--- src/rtl/psram_arbiter_pkg.sv ---
// Shared definitions for the PSRAM arbiter: sequencer state encoding,
// requester identifiers and default word-port widths.
package psram_pkg;

  typedef enum logic [1:0] {
    ST_IDLE = 2'd0,
    ST_WAIT = 2'd1,
    ST_GAP  = 2'd2
  } state_e;

  localparam logic REQ_A = 1'b0;
  localparam logic REQ_B = 1'b1;

  localparam int DEF_ADDR_W = 24;
  localparam int DEF_DATA_W = 16;

endpackage

--- src/rtl/psram_arbiter_rr_arb2.sv ---
// Combinational two-way round-robin pick: a lone requester wins outright,
// under contention the requester that was not granted last wins.
module rr_arb2
  import psram_pkg::*;
(
  input  logic a_req,
  input  logic b_req,
  input  logic last_grant,
  output logic valid,
  output logic pick
);

  always_comb begin
    valid = a_req | b_req;
    if (a_req && b_req) begin
      pick = ~last_grant;
    end else if (b_req) begin
      pick = REQ_B;
    end else begin
      pick = REQ_A;
    end
  end

endmodule

--- src/rtl/psram_arbiter.sv ---
// Round-robin arbiter and transaction sequencer in front of the QPI PSRAM
// driver: one access in flight, enforced CE-high gap and completion timeout.
module psram_arbiter
  import psram_pkg::*;
#(
  parameter int ADDR_W     = DEF_ADDR_W,
  parameter int DATA_W     = DEF_DATA_W,
  parameter int TIMEOUT    = 64,
  parameter int GAP_CYCLES = 2
) (
  input  logic              mem_clk,
  input  logic              rst_n,
  input  logic              mem_ready,
  input  logic              a_req,
  input  logic              a_we,
  input  logic [ADDR_W-1:0] a_addr,
  input  logic [DATA_W-1:0] a_wdata,
  output logic              a_gnt,
  output logic              a_done,
  input  logic              b_req,
  input  logic              b_we,
  input  logic [ADDR_W-1:0] b_addr,
  input  logic [DATA_W-1:0] b_wdata,
  output logic              b_gnt,
  output logic              b_done,
  output logic [DATA_W-1:0] rdata,
  output logic              timeout_err,
  input  logic              err_clr,
  output logic              read_sw,
  output logic              write_sw,
  output logic [ADDR_W-1:0] mem_addr,
  output logic [DATA_W-1:0] mem_wdata,
  input  logic [DATA_W-1:0] mem_rdata,
  input  logic              endcommand,
  output logic [1:0]        dbg_state
);

  localparam int TMAX = (TIMEOUT > GAP_CYCLES) ? TIMEOUT : GAP_CYCLES;
  localparam int TW   = $clog2(TMAX) + 1;
  localparam logic [TW-1:0] T_LAST = TW'(TIMEOUT - 1);
  localparam logic [TW-1:0] G_LAST = TW'(GAP_CYCLES - 1);

  // Handshake: a requester holds req/we/addr/wdata stable until its one-cycle
  // gnt (fields latched at that edge); its one-cycle done marks completion.
  state_e            state_q, state_d;
  logic              last_q, last_d;
  logic              owner_q, owner_d;
  logic [TW-1:0]     timer_q, timer_d;
  logic [ADDR_W-1:0] addr_q, addr_d;
  logic [DATA_W-1:0] wdata_q, wdata_d;
  logic              rd_q, rd_d;
  logic              wr_q, wr_d;
  logic              a_gnt_q, a_gnt_d, b_gnt_q, b_gnt_d;
  logic              a_done_q, a_done_d, b_done_q, b_done_d;
  logic [DATA_W-1:0] rdata_q, rdata_d;
  logic              err_q, err_d;

  logic              pick_valid;
  logic              pick;
  logic              sel_we;
  logic [ADDR_W-1:0] sel_addr;
  logic [DATA_W-1:0] sel_wdata;

  rr_arb2 u_rr (
    .a_req      (a_req),
    .b_req      (b_req),
    .last_grant (last_q),
    .valid      (pick_valid),
    .pick       (pick)
  );

  assign sel_we    = (pick == REQ_B) ? b_we    : a_we;
  assign sel_addr  = (pick == REQ_B) ? b_addr  : a_addr;
  assign sel_wdata = (pick == REQ_B) ? b_wdata : a_wdata;

  always_comb begin
    state_d  = state_q;
    last_d   = last_q;
    owner_d  = owner_q;
    timer_d  = timer_q;
    addr_d   = addr_q;
    wdata_d  = wdata_q;
    rd_d     = rd_q;
    wr_d     = wr_q;
    a_gnt_d  = 1'b0;
    b_gnt_d  = 1'b0;
    a_done_d = 1'b0;
    b_done_d = 1'b0;
    rdata_d  = rdata_q;
    err_d    = err_q;
    if (err_clr) begin
      err_d = 1'b0;
    end
    case (state_q)
      ST_IDLE: begin
        if (mem_ready && pick_valid) begin
          a_gnt_d = (pick == REQ_A);
          b_gnt_d = (pick == REQ_B);
          owner_d = pick;
          last_d  = pick;
          addr_d  = sel_addr;
          wdata_d = sel_wdata;
          wr_d    = sel_we;
          rd_d    = ~sel_we;
          timer_d = '0;
          state_d = ST_WAIT;
        end
      end
      ST_WAIT: begin
        timer_d = timer_q + 1'b1;
        // Completion beats the timeout when both land on the same edge.
        if (endcommand || (timer_q == T_LAST)) begin
          rd_d     = 1'b0;
          wr_d     = 1'b0;
          a_done_d = (owner_q == REQ_A);
          b_done_d = (owner_q == REQ_B);
          timer_d  = '0;
          state_d  = ST_GAP;
          if (endcommand) begin
            if (rd_q) begin
              rdata_d = mem_rdata;
            end
          end else begin
            err_d = 1'b1;
          end
        end
      end
      ST_GAP: begin
        if (timer_q == G_LAST) begin
          state_d = ST_IDLE;
        end else begin
          timer_d = timer_q + 1'b1;
        end
      end
      default: begin
        state_d = ST_IDLE;
      end
    endcase
  end

  always_ff @(posedge mem_clk or negedge rst_n) begin
    if (!rst_n) begin
      state_q  <= ST_IDLE;
      last_q   <= REQ_B;
      owner_q  <= REQ_A;
      timer_q  <= '0;
      addr_q   <= '0;
      wdata_q  <= '0;
      rd_q     <= 1'b0;
      wr_q     <= 1'b0;
      a_gnt_q  <= 1'b0;
      b_gnt_q  <= 1'b0;
      a_done_q <= 1'b0;
      b_done_q <= 1'b0;
      rdata_q  <= '0;
      err_q    <= 1'b0;
    end else begin
      state_q  <= state_d;
      last_q   <= last_d;
      owner_q  <= owner_d;
      timer_q  <= timer_d;
      addr_q   <= addr_d;
      wdata_q  <= wdata_d;
      rd_q     <= rd_d;
      wr_q     <= wr_d;
      a_gnt_q  <= a_gnt_d;
      b_gnt_q  <= b_gnt_d;
      a_done_q <= a_done_d;
      b_done_q <= b_done_d;
      rdata_q  <= rdata_d;
      err_q    <= err_d;
    end
  end

  assign a_gnt       = a_gnt_q;
  assign b_gnt       = b_gnt_q;
  assign a_done      = a_done_q;
  assign b_done      = b_done_q;
  assign rdata       = rdata_q;
  assign timeout_err = err_q;
  assign read_sw     = rd_q;
  assign write_sw    = wr_q;
  assign mem_addr    = addr_q;
  assign mem_wdata   = wdata_q;
  assign dbg_state   = state_q;

endmodule

--- config.mk ---
export PLATFORM = sky130hd
export DESIGN_NAME = psram_arbiter
export DESIGN_NICKNAME = d
export VERILOG_FILES = /design/src/rtl/psram_arbiter_pkg.sv /design/src/rtl/psram_arbiter_rr_arb2.sv /design/src/rtl/psram_arbiter.sv
export SDC_FILE = /design/constraint.sdc
export NUM_CORES = 1
export LEC_CHECK = 0
export BUFFER_PORTS_ARGS = -buffer_cell sky130_fd_sc_hd__buf_2
export CAP_MARGIN = 20
export CORE_AREA = 2 2 112 82
export CTS_CLUSTER_SIZE = 12
export DETAILED_ROUTE_END_ITERATION = 6
export DIE_AREA = 0 0 114 84
export GPL_TIMING_DRIVEN = 0
export MAX_ROUTING_LAYER = met4
export PLACE_DENSITY = 0.75
export SETUP_SLACK_MARGIN = 0.5
export SYNTH_ARGS = -nofsm -noshare
export SYNTH_HDL_FRONTEND = slang
export SYNTH_SLANG_ARGS = --single-unit
--- constraint.sdc ---
create_clock -name mem_clk -period 1.6 [get_ports mem_clk]
set_input_delay 0.24 -clock mem_clk [delete_from_list [all_inputs] [get_ports mem_clk]]
set_output_delay 0.24 -clock mem_clk [all_outputs]
set_load 0.005 [all_outputs]
======== After elaboration in Yosys (flattened, before gate mapping) ========
Cells that the tools add are included.
word-level totals
  bits in registers ....................... 74
  input port bits ......................... 105
  word-level logic and storage cells ...... 69
operators by class
  $add $sub $neg .......................... 1
  equal/unequal tests ..................... 8
  muxes and demuxes ....................... 30
  bitwise operators ....................... 5
  reductions and logical operators ........ 11
operators with widths
  operator                                             number
  2-to-1 mux 24 bit                                    1
  2-to-1 mux 7 bit                                     3
  one-hot mux 7 bit (3 select lines)                   1
  2-to-1 mux 1 bit                                     18
  2-to-1 mux 16 bit                                    1
  AND reduction 3 bit                                  3
  inequality test 2 bit, second input constant         4
  adder 7 x 1 -> 7 bit, second input constant          1
  equality test 7 x 1 -> 1 bit, second input constant  1
  equality test 7 x 6 -> 1 bit, second input constant  1
  2-to-1 mux 2 bit                                     3
  one-hot mux 2 bit (3 select lines)                   1
  NOT 1 bit                                            4
  one-hot mux 1 bit (2 select lines)                   2
  AND reduction 4 bit                                  1
  nonzero test 3 bit                                   1
  equality test 2 x 1 -> 1 bit, second input constant  1
  equality test 2 bit, second input constant           1
  logical AND 1 bit                                    2
  zero test 2 bit                                      1
  AND reduction 2 bit                                  1
  nonzero test 2 bit                                   1
  logical OR 1 bit                                     1
  bitwise OR 1 bit                                     1

======== Longest topological paths before layout ========
Gate-level depths: netlist of run 1.
  depth after elaboration ................. 6
  gate-level depth with buffers ........... 8
  gate-level depth less buffers ........... 6

======== Modules after synthesis ========
From an unflattened synthesis of run 1, not the netlist that was laid out.
second synthesis, totals
  cells, all modules ...................... 306
  area, all modules ....................... 3383.2 um^2
modules (own cells, without submodules)
  module         instances  cells an instance  area an instance (um^2)  sequential area each (um^2)
  psram_arbiter  1          304                3369.5                   1853.0
  rr_arb2        1          2                  13.8                     0.0

======== Least setup slack after synthesis of run 1 ========
Ideal clock, no wire load.
  kind .................................... register to register
  from .................................... register state_q[0] (netlist: dbg_state[0])
  to ...................................... register timer_q[3]
  setup time .............................. 0.092 ns
  arrival time ............................ 1.576 ns
  setup slack ............................. -0.068 ns
  cell stages (with the launch flop) ...... 7
  buffers on the path ..................... 0
  cell sequence ........................... dfrtp_1 -> inv_1 -> ha_1 -> nand4bb_1 -> o221ai_2 -> a211o_2 -> o31ai_2
on the way
  longest elaborated chain between the ends .. 3
ends and longest elaborated chain
  element                                                                       line                  source
  start, declared                                                               psram_arbiter.sv:45   state_e state_q, state_d;
  start signal, assigned                                                        psram_arbiter.sv:158  state_q <= state_d;
  equality test 2 bit, or another cell as far along                             psram_arbiter.sv:94   case (state_q)
  inequality test 2 bit (no line) / nonzero test 3 bit (equally long branches)  -
  AND reduction 3 bit (no line)                                                 -
  end signal, assigned                                                          psram_arbiter.sv:161  timer_q <= timer_d;
  end, declared                                                                 psram_arbiter.sv:48   logic [TW-1:0] timer_q, timer_d;
Parallel ways exist; a longest one is shown, timed or not.
A chain may end at the register's enable or synchronous reset.

======== Final worst setup path of run 1 ========
  from .................................... register state_q[1] (netlist: dbg_state[1])
  to ...................................... register timer_q[3]
The elaborated chain is that of the path after synthesis.

==> run metrics, run 1 <==
GRT Overall Usage=between 20 and 25%; critical path class=flip-flop to flip-flop; CP Buf/Inv Count=1; top cells by area, synth=dfrtp_1, mux2i_1, o21ai_0, nand2_1, mux2_2; Post-Synthesis Cells=about 310; drt pass-1 iters=4; gpl congestion=0.838; number of flops mapped to enable cells by yosys=0; Synth cell types=38; RSZ-0062 raised after global routing=yes; Hold Crit Class=primary input to flip-flop; final hold vios=0; CP top delay family=compound AO/OA/AOI/OAI gates; Final WS setup=-0.146 ns; cell area after layout=~6300 µm²; Tcrit/Tclk final=109%; Synth-to-Final Area Change=86.2%; Post-Place Cell Area=4560 µm²; area occupied by multi-input gates=~2000 µm²; Max Buffers Root-to-Sink=2; chip height=roughly 84 µm; PwrDens=between 1500 and 2000 nW/µm²; H-tree Lvls=3; FF+latch count, synth=between 70 and 80; RR Endpoint=timer_q[3]; vias in the first global route=3370; post-synthesis compound-gate area fraction=around an eighth; Critical Path RT=~1.8 ns; Worst Setup End Kind=flip-flop; outcome=finished with violations; Ys Warns=0; Synth top area share=a little over half; layout cells sized above 1=between 70% and 80%; DRT iter0 DRCs=around 130; Min-Delay Path Depth=2; first-pass GRT wire length=roughly 16000 µm; RR Startpoint=dbg_state[1]; Post-Synth XOR/XNOR Area=0%; total CTS buffers=9; FF-to-FF setup slack=-0.15 ns; Syn Nets=419; Final #Nets=680; most frequent cells in the layout=buf_2, dfrtp_1, buf_4; fin. max-slew vios=0; Starting Density=between 30% and 40%; most frequent standard cell in the layout excluding fill and tap cells=buf_2; die width=roughly 110 µm; fill count=just under 600; largest net degree at the start of global routing=between 40 and 50; largest family of logic cells by synthesized area=multiplexers; max_cap viols=0; Ant. Diodes=0; Root Buffer=clkbuf_16; largest area contributor in the netlist=dfrtp_1; Max VDD drop=~860 µV; critical path depth=6; Worst-Margin Slew=0.765 ns; initial antenna violation count=0; CP Max Fanout=7; Mapped Area=roughly 3400 µm²; Avg WL per Cell=~17 µm; Max stage delay on crit path=approximately 0.45 ns; clock slew at reported path FFs=around 0.060 ns; post-DR vias/cell=approximately 5.1; total power=about 11 mW; failing checks=negative setup slack; CTS Sinks=74; asr flop ratio synth=100%; Simple-Gate Fraction of Synth Area=about a tenth; Critical Path Start=dbg_state[1]; synthesized area per cell=~11 µm²; Register Area=around 1900 µm²; Setup Skew=around 0.0044 ns; CTS tree=done; drc violations=0; Seq/Total Area, Yosys=54.4%; Post-synth top flop=dfrtp_1; mux share of post-synthesis cell area=17.6%; worst-skew pair later-pin latency=about 0.32 ns; CP cell instances=inv_4 > ha_4 > and2b_2 > o221ai_4 > a211o_4 > o31ai_2; global route total overflow=0; Final min period=around 1.7 ns; DRT antenna net count=0; post-synthesis adder-cell area fraction=roughly 2.2%; row count=29; total wire length=between 10000 and 15000 µm; # IOs=170; Port-buffer cells=about 170; Rel. slew slack=48.5%; Critical Path Slowest Stage Cell=dfrtp_2; CP startpoint kind=flip-flop; Worst EP arrival=just under 2 ns; die area=between 9000 and 10000 µm²; Final Util=approximately three quarters; CP endpoint=timer_q[3]; fmax=0.573 GHz; Setup violations, final=25; Detailed Place HPWL=roughly 6400 µm; via count=3479; Leakage=between 3 and 4 nW; R2R cell count=6; Core ar.=~8600 µm²
-- cells in the mapped netlist (3+ instances only) --
master      n
nand3_1     4
a21oi_1     3
buf_4       4
mux2i_1    42
dfrtp_1    73
o2bb2ai_1   3
a31oi_1     3
nor2_1      6
nand2_1    52
inv_1       9
clkbuf_1    9
o21ai_0    45
buf_2       3
nand2b_1    3
mux2_2     16
ha_1        6
-- state kept, by name, indices dropped and copies added (netlist names) --
| name | flops |
|---|---|
| timeout_err | 1 |
| a_gnt | 1 |
| mem_wdata | 16 |
| dbg_state | 2 |
| rdata | 16 |
| owner_q | 1 |
| last_q | 1 |
| b_done | 1 |
| timer_q | 7 |
| mem_addr | 24 |
| read_sw | 1 |
| a_done | 1 |
| b_gnt | 1 |
| write_sw | 1 |
-- through the flow --
step / std cells / hold WS [ns] / TNS (ns) / setup slack, ns
5_1_grt: 682 / 0.0816 / -2.18 / -0.192
3_3_place_gp: 585 / 0.430 / -12.23 / -0.278
6_report: 682 / 0.0834 / -0.834 / -0.146
3_5_place_dp: 586 / 0.200 / -2.24 / -0.144
4_1_cts: 637 / 0.0725 / -0.0240 / -0.0240
2_1_floorplan: 308 / -0.0556 / 0 / 0.00987
-- final cells by class --
type | instances | share of cell area, %
Multi-Input combinational cell | 209 | 32.4
Sequential cell | 74 | 29.3
Timing Repair Buffer | 250 | 26.3
Buffer | 16 | 4.20
Clock buffer | 11 | 3.83
Tap cell | 108 | 2.13
Clock inverter | 5 | 1.22
Inverter | 9 | 0.611
-- worst min path at each step --
| stage | start | end | slack [ns] |
|---|---|---|---|
| CTS | err_clr | timeout_err | 0.07 |
| floorplan | rst_n | a_done | -0.06 |
| finish | err_clr | timeout_err | 0.08 |
| detailed placement | rst_n | rdata[14] | 0.20 |
| global placement | err_clr | timeout_err | 0.43 |
| global route | err_clr | timeout_err | 0.08 |
-- report_power, final --
group | leakage (nW) | total [mW] | switching [mW] | internal [mW]
logic | 2.16 | 5.66 | 2.42 | 3.24
registers | 0.928 | 3.20 | 0.547 | 2.65
clock network | 0.156 | 2.16 | 0.756 | 1.40
total | 3.25 | 11.0 | 3.73 | 7.30
-- worst register-to-register path: cells and delay by family (launching register included) --
kind | cells | cell delay [ns]
flops | 1 | 0.45
buf+inv | 1 | 0.11
simple gates | 1 | 0.19
fa+ha+maj | 1 | 0.16
compound gates | 3 | 0.75
-- per-layer routing --
metal | wire length (µm) | vias up | global-route usage (%)
li1 | - | 1615 | -
met1 | 4930 | 1700 | 28.0
met2 | 6000 | 143 | 37.0
met3 | 531 | 21 | 4.07
met4 | 196 | 0 | 6.10
met5 | 0 | - | -
-- what timing repair did --
action                     in CTS  in global routing
hold endpoints to repair       29                  0
hold buffers                    1                  0
gates cloned                    7                  2
gates resized for setup       102                132
setup endpoints to repair      79                116
pin swaps                      17                 56
buffers inserted               27                 43
-- logic make-up after synthesis --
family          Yosys count
compound gates           72
fa+ha+maj                 6
buf+inv                  25
flops                    74
mux                      58
simple gates             73
(Power assumes the default switching activity.)
==> run 2, diff against run 1 <==
- ABC_AREA: not set -> 1
- CORE_AREA: 2 2 112 82 -> 2 2 114 83
- DIE_AREA: 0 0 114 84 -> 0 0 116 85
- HOLD_SLACK_MARGIN: not set -> 0.12
==> run 2 against run 1 <==
  * The flow now finishes without violations
  * Final cell count rose by 16%
  * Total power decreased by 0.24%
  * Synthesized cell count grew 27%
  * Via count rose by 15%
  * Fmax increased by 15%
  * Worst setup slack better by 0.22 ns
  * First-iteration DRC count is 55% higher
  * Critical endpoint is now rdata[14]
  * Largest power group unchanged
==> run metrics, run 2 <==
Setup Skew=0.00521 ns (was 0.00439 ns); synthesized area per cell=9.20 µm² (was 11.1 µm²); Max Buffers Root-to-Sink=2 (unchanged); H-tree Lvls=3 (unchanged); Post-Synthesis Cells=391 (was 308); number of flops mapped to enable cells by yosys=0 (unchanged); top cells by area, synth=dfrtp_1, nand2_1, nand3_1, o21ai_0, mux2_2 (was dfrtp_1, mux2i_1, o21ai_0, nand2_1, mux2_2); Core ar.=8780 µm² (was 8640 µm²); Final min period=1.52 ns (was 1.75 ns); Final WS setup=0.0760 ns (was -0.146 ns); most frequent standard cell in the layout excluding fill and tap cells=buf_2 (unchanged); Largest register FFs=24 (unchanged); Critical Path RT=1.81 ns (was 1.82 ns); global route total overflow=0 (unchanged); Tcrit/Tclk final=95.2% (was 109%); max_cap viols=0 (unchanged); outcome=complete, no violations (was finished with violations); Port-buffer cells=169 (unchanged); CP Max Fanout=10 (was 7); Worst Setup End Kind=flip-flop (unchanged); die area=9860 µm² (was 9580 µm²); Starting Density=41.0% (was 39.5%); CTS Sinks=74 (unchanged); pre-CTS setup slack=-0.0235 ns (was -0.144 ns); largest area contributor in the netlist=dfrtp_1 (unchanged); gpl congestion=0.851 (was 0.838); Ant. Diodes=0 (unchanged); cell area after layout=6770 µm² (was 6340 µm²); count leader, synth=nand2_1 (was dfrtp_1); GRT Overall Usage=24.3% (was 22.2%); fmax=0.656 GHz (was 0.573 GHz); FF+latch count, synth=74 (unchanged); Rel. slew slack=63.0% (was 48.5%); Worst-Margin Slew=0.555 ns (was 0.765 ns); fill count=545 (was 577); drt pass-1 iters=5 (was 4); Final Util=77.1% (was 73.5%); via count=4009 (was 3479); Syn Nets=502 (was 419); die width=116 µm (was 114 µm); Post-synth top flop=dfrtp_1 (unchanged); first-pass GRT wire length=18100 µm (was 16200 µm); Worst EP arrival=1.73 ns (was 1.97 ns); chip height=85 µm (was 84 µm); layout cells sized above 1=62.4% (was 71.1%); Detailed Place HPWL=7310 µm (was 6440 µm); worst-skew pair later-pin latency=0.33 ns (was 0.32 ns); largest net degree at the start of global routing=74 (was 46); DRT iter0 DRCs=197 (was 127); vias in the first global route=3838 (was 3370); critical path class=flip-flop to flip-flop (unchanged); Setup violations, final=0 (was 25); asr flop ratio synth=100% (unchanged); CTS tree=done (unchanged); cell total after placement=685 (was 586); Ys Warns=0 (unchanged); Mapped Area=3600 µm² (was 3410 µm²); fin. max-slew vios=0 (unchanged); RSZ-0062 raised after global routing=yes (unchanged); final hold vios=0 (unchanged); Post-Place Cell Area=4750 µm² (was 4560 µm²); Seq/Total Area, Yosys=51.5% (was 54.4%); Final #Nets=776 (was 680); DRT antenna net count=0 (unchanged); Synth-to-Final Area Change=88.1% (was 86.2%); total CTS buffers=9 (unchanged); Hold Crit Class=primary input to flip-flop (unchanged); WHS=0.124 ns (was 0.0834 ns); Leakage=3.75 nW (was 3.25 nW); PwrDens=1620 nW/µm² (was 1740 nW/µm²); Synth cell types=28 (was 38); post-DR vias/cell=5.05 (was 5.10); clock slew at reported path FFs=0.06 ns (about the same); CP startpoint kind=flip-flop (unchanged); Root Buffer=clkbuf_16 (unchanged); Avg WL per Cell=16.5 µm (was 17.1 µm); Post-synth top cells=nand2_1, dfrtp_1, nand3_1, o21ai_0, inv_1 (was dfrtp_1, nand2_1, o21ai_0); drc violations=0 (unchanged); row count=29 (unchanged); # IOs=170 (unchanged); Synth top area share=50.8% (was 53.6%); initial antenna violation count=0 (unchanged); most frequent cells in the layout=buf_2, dfrtp_1, nand2_1 (was buf_2, dfrtp_1, buf_4); Max VDD drop=953 µV (was 864 µV); total wire length=13100 µm (was 11700 µm); Finished Layout Cells=794 (was 682)
==> run 2: layout make-up <==
type | instances | area (µm²) | share of cell area, %
multi-input cells | 276 | 2210 | 32.6
inverters | 23 | 111 | 1.64
clock buffers | 12 | 256 | 3.79
plain buffers | 18 | 214 | 3.16
well taps | 124 | 155 | 2.29
flip-flops and latches | 74 | 1860 | 27.4
repair buffers | 263 | 1870 | 27.7
clock inverters | 4 | 97.6 | 1.44
==> run 2: what timing repair did <==
item	in CTS	in global routing
gates cloned	4	2
hold endpoints to repair	99	2
resized for setup	111	127
pin swaps	28	42
hold buffers	34	2
setup endpoints to repair	79	121
setup buffers	26	25
==> run 2: per-layer routing <==
metal	share of wire (%)	routed length (µm)	vias up	global-route usage, %
li1	-	-	1839	-
met1	39	5160	1907	30.4
met2	50	6530	224	38.2
met3	8.3	1090	39	5.79
met4	2.5	327	0	9.63
met5	0	0	-	-
==> run 2: power by group <==
part	internal, mW	total (mW)	switching (mW)	leakage (nW)
registers	2.67	3.12	0.452	0.930
logic	2.88	5.50	2.62	2.65
clock network	1.61	2.37	0.764	0.169
total	7.16	11.0	3.83	3.75
==> run 2: worst max-delay path, stage by stage, from the launching register on <==
cell and delay (ns):
dfrtp_2 0.44, inv_4 0.08, buf_6 0.09, ha_4 0.11, buf_6 0.12, nand3_4 0.09
buf_12 0.16, mux2_4 0.30
==> run 2: kinds of logic (layout without fill, tap and decap cells) <==
kind of cell	count (synthesis)	after routing	share of synthesized area (%)
AOI/OAI and AO/OA	52	52	8.00
xor gates and xnor gates	1	1	0.243
adders and majority gates	6	6	2.09
buffers and inverters	41	320	6.29
DFF	74	74	51.5
muxes	16	16	5.01
and+or+nand+nor	201	201	26.9
==> run 2: worst paths after layout <==
| path | start | to | slack (ns) | cells past startpoint |
|---|---|---|---|---|
| max in group asynchronous | rst_n | last_q | 0.80 | 3 |
| min in group asynchronous | rst_n | mem_addr[18] | 0.24 | 2 |
| worst min-delay path | b_wdata[15] | mem_wdata[15] | 0.12 | 3 |
| worst max register to register | dbg_state[1] | rdata[14] | 0.08 | 7 |
| worst max-delay path | dbg_state[1] | rdata[14] | 0.08 | 7 |
| worst min register to register | owner_q | a_done | 0.44 | 1 |
==> run 2: through the flow <==
stage,power (mW),setup TNS (ns)
floorplan,5.04,0
global placement,6.35,-10.35
detailed placement,6.49,-0.363
CTS,9.96,0
global route,11.6,0
finish,11.0,0
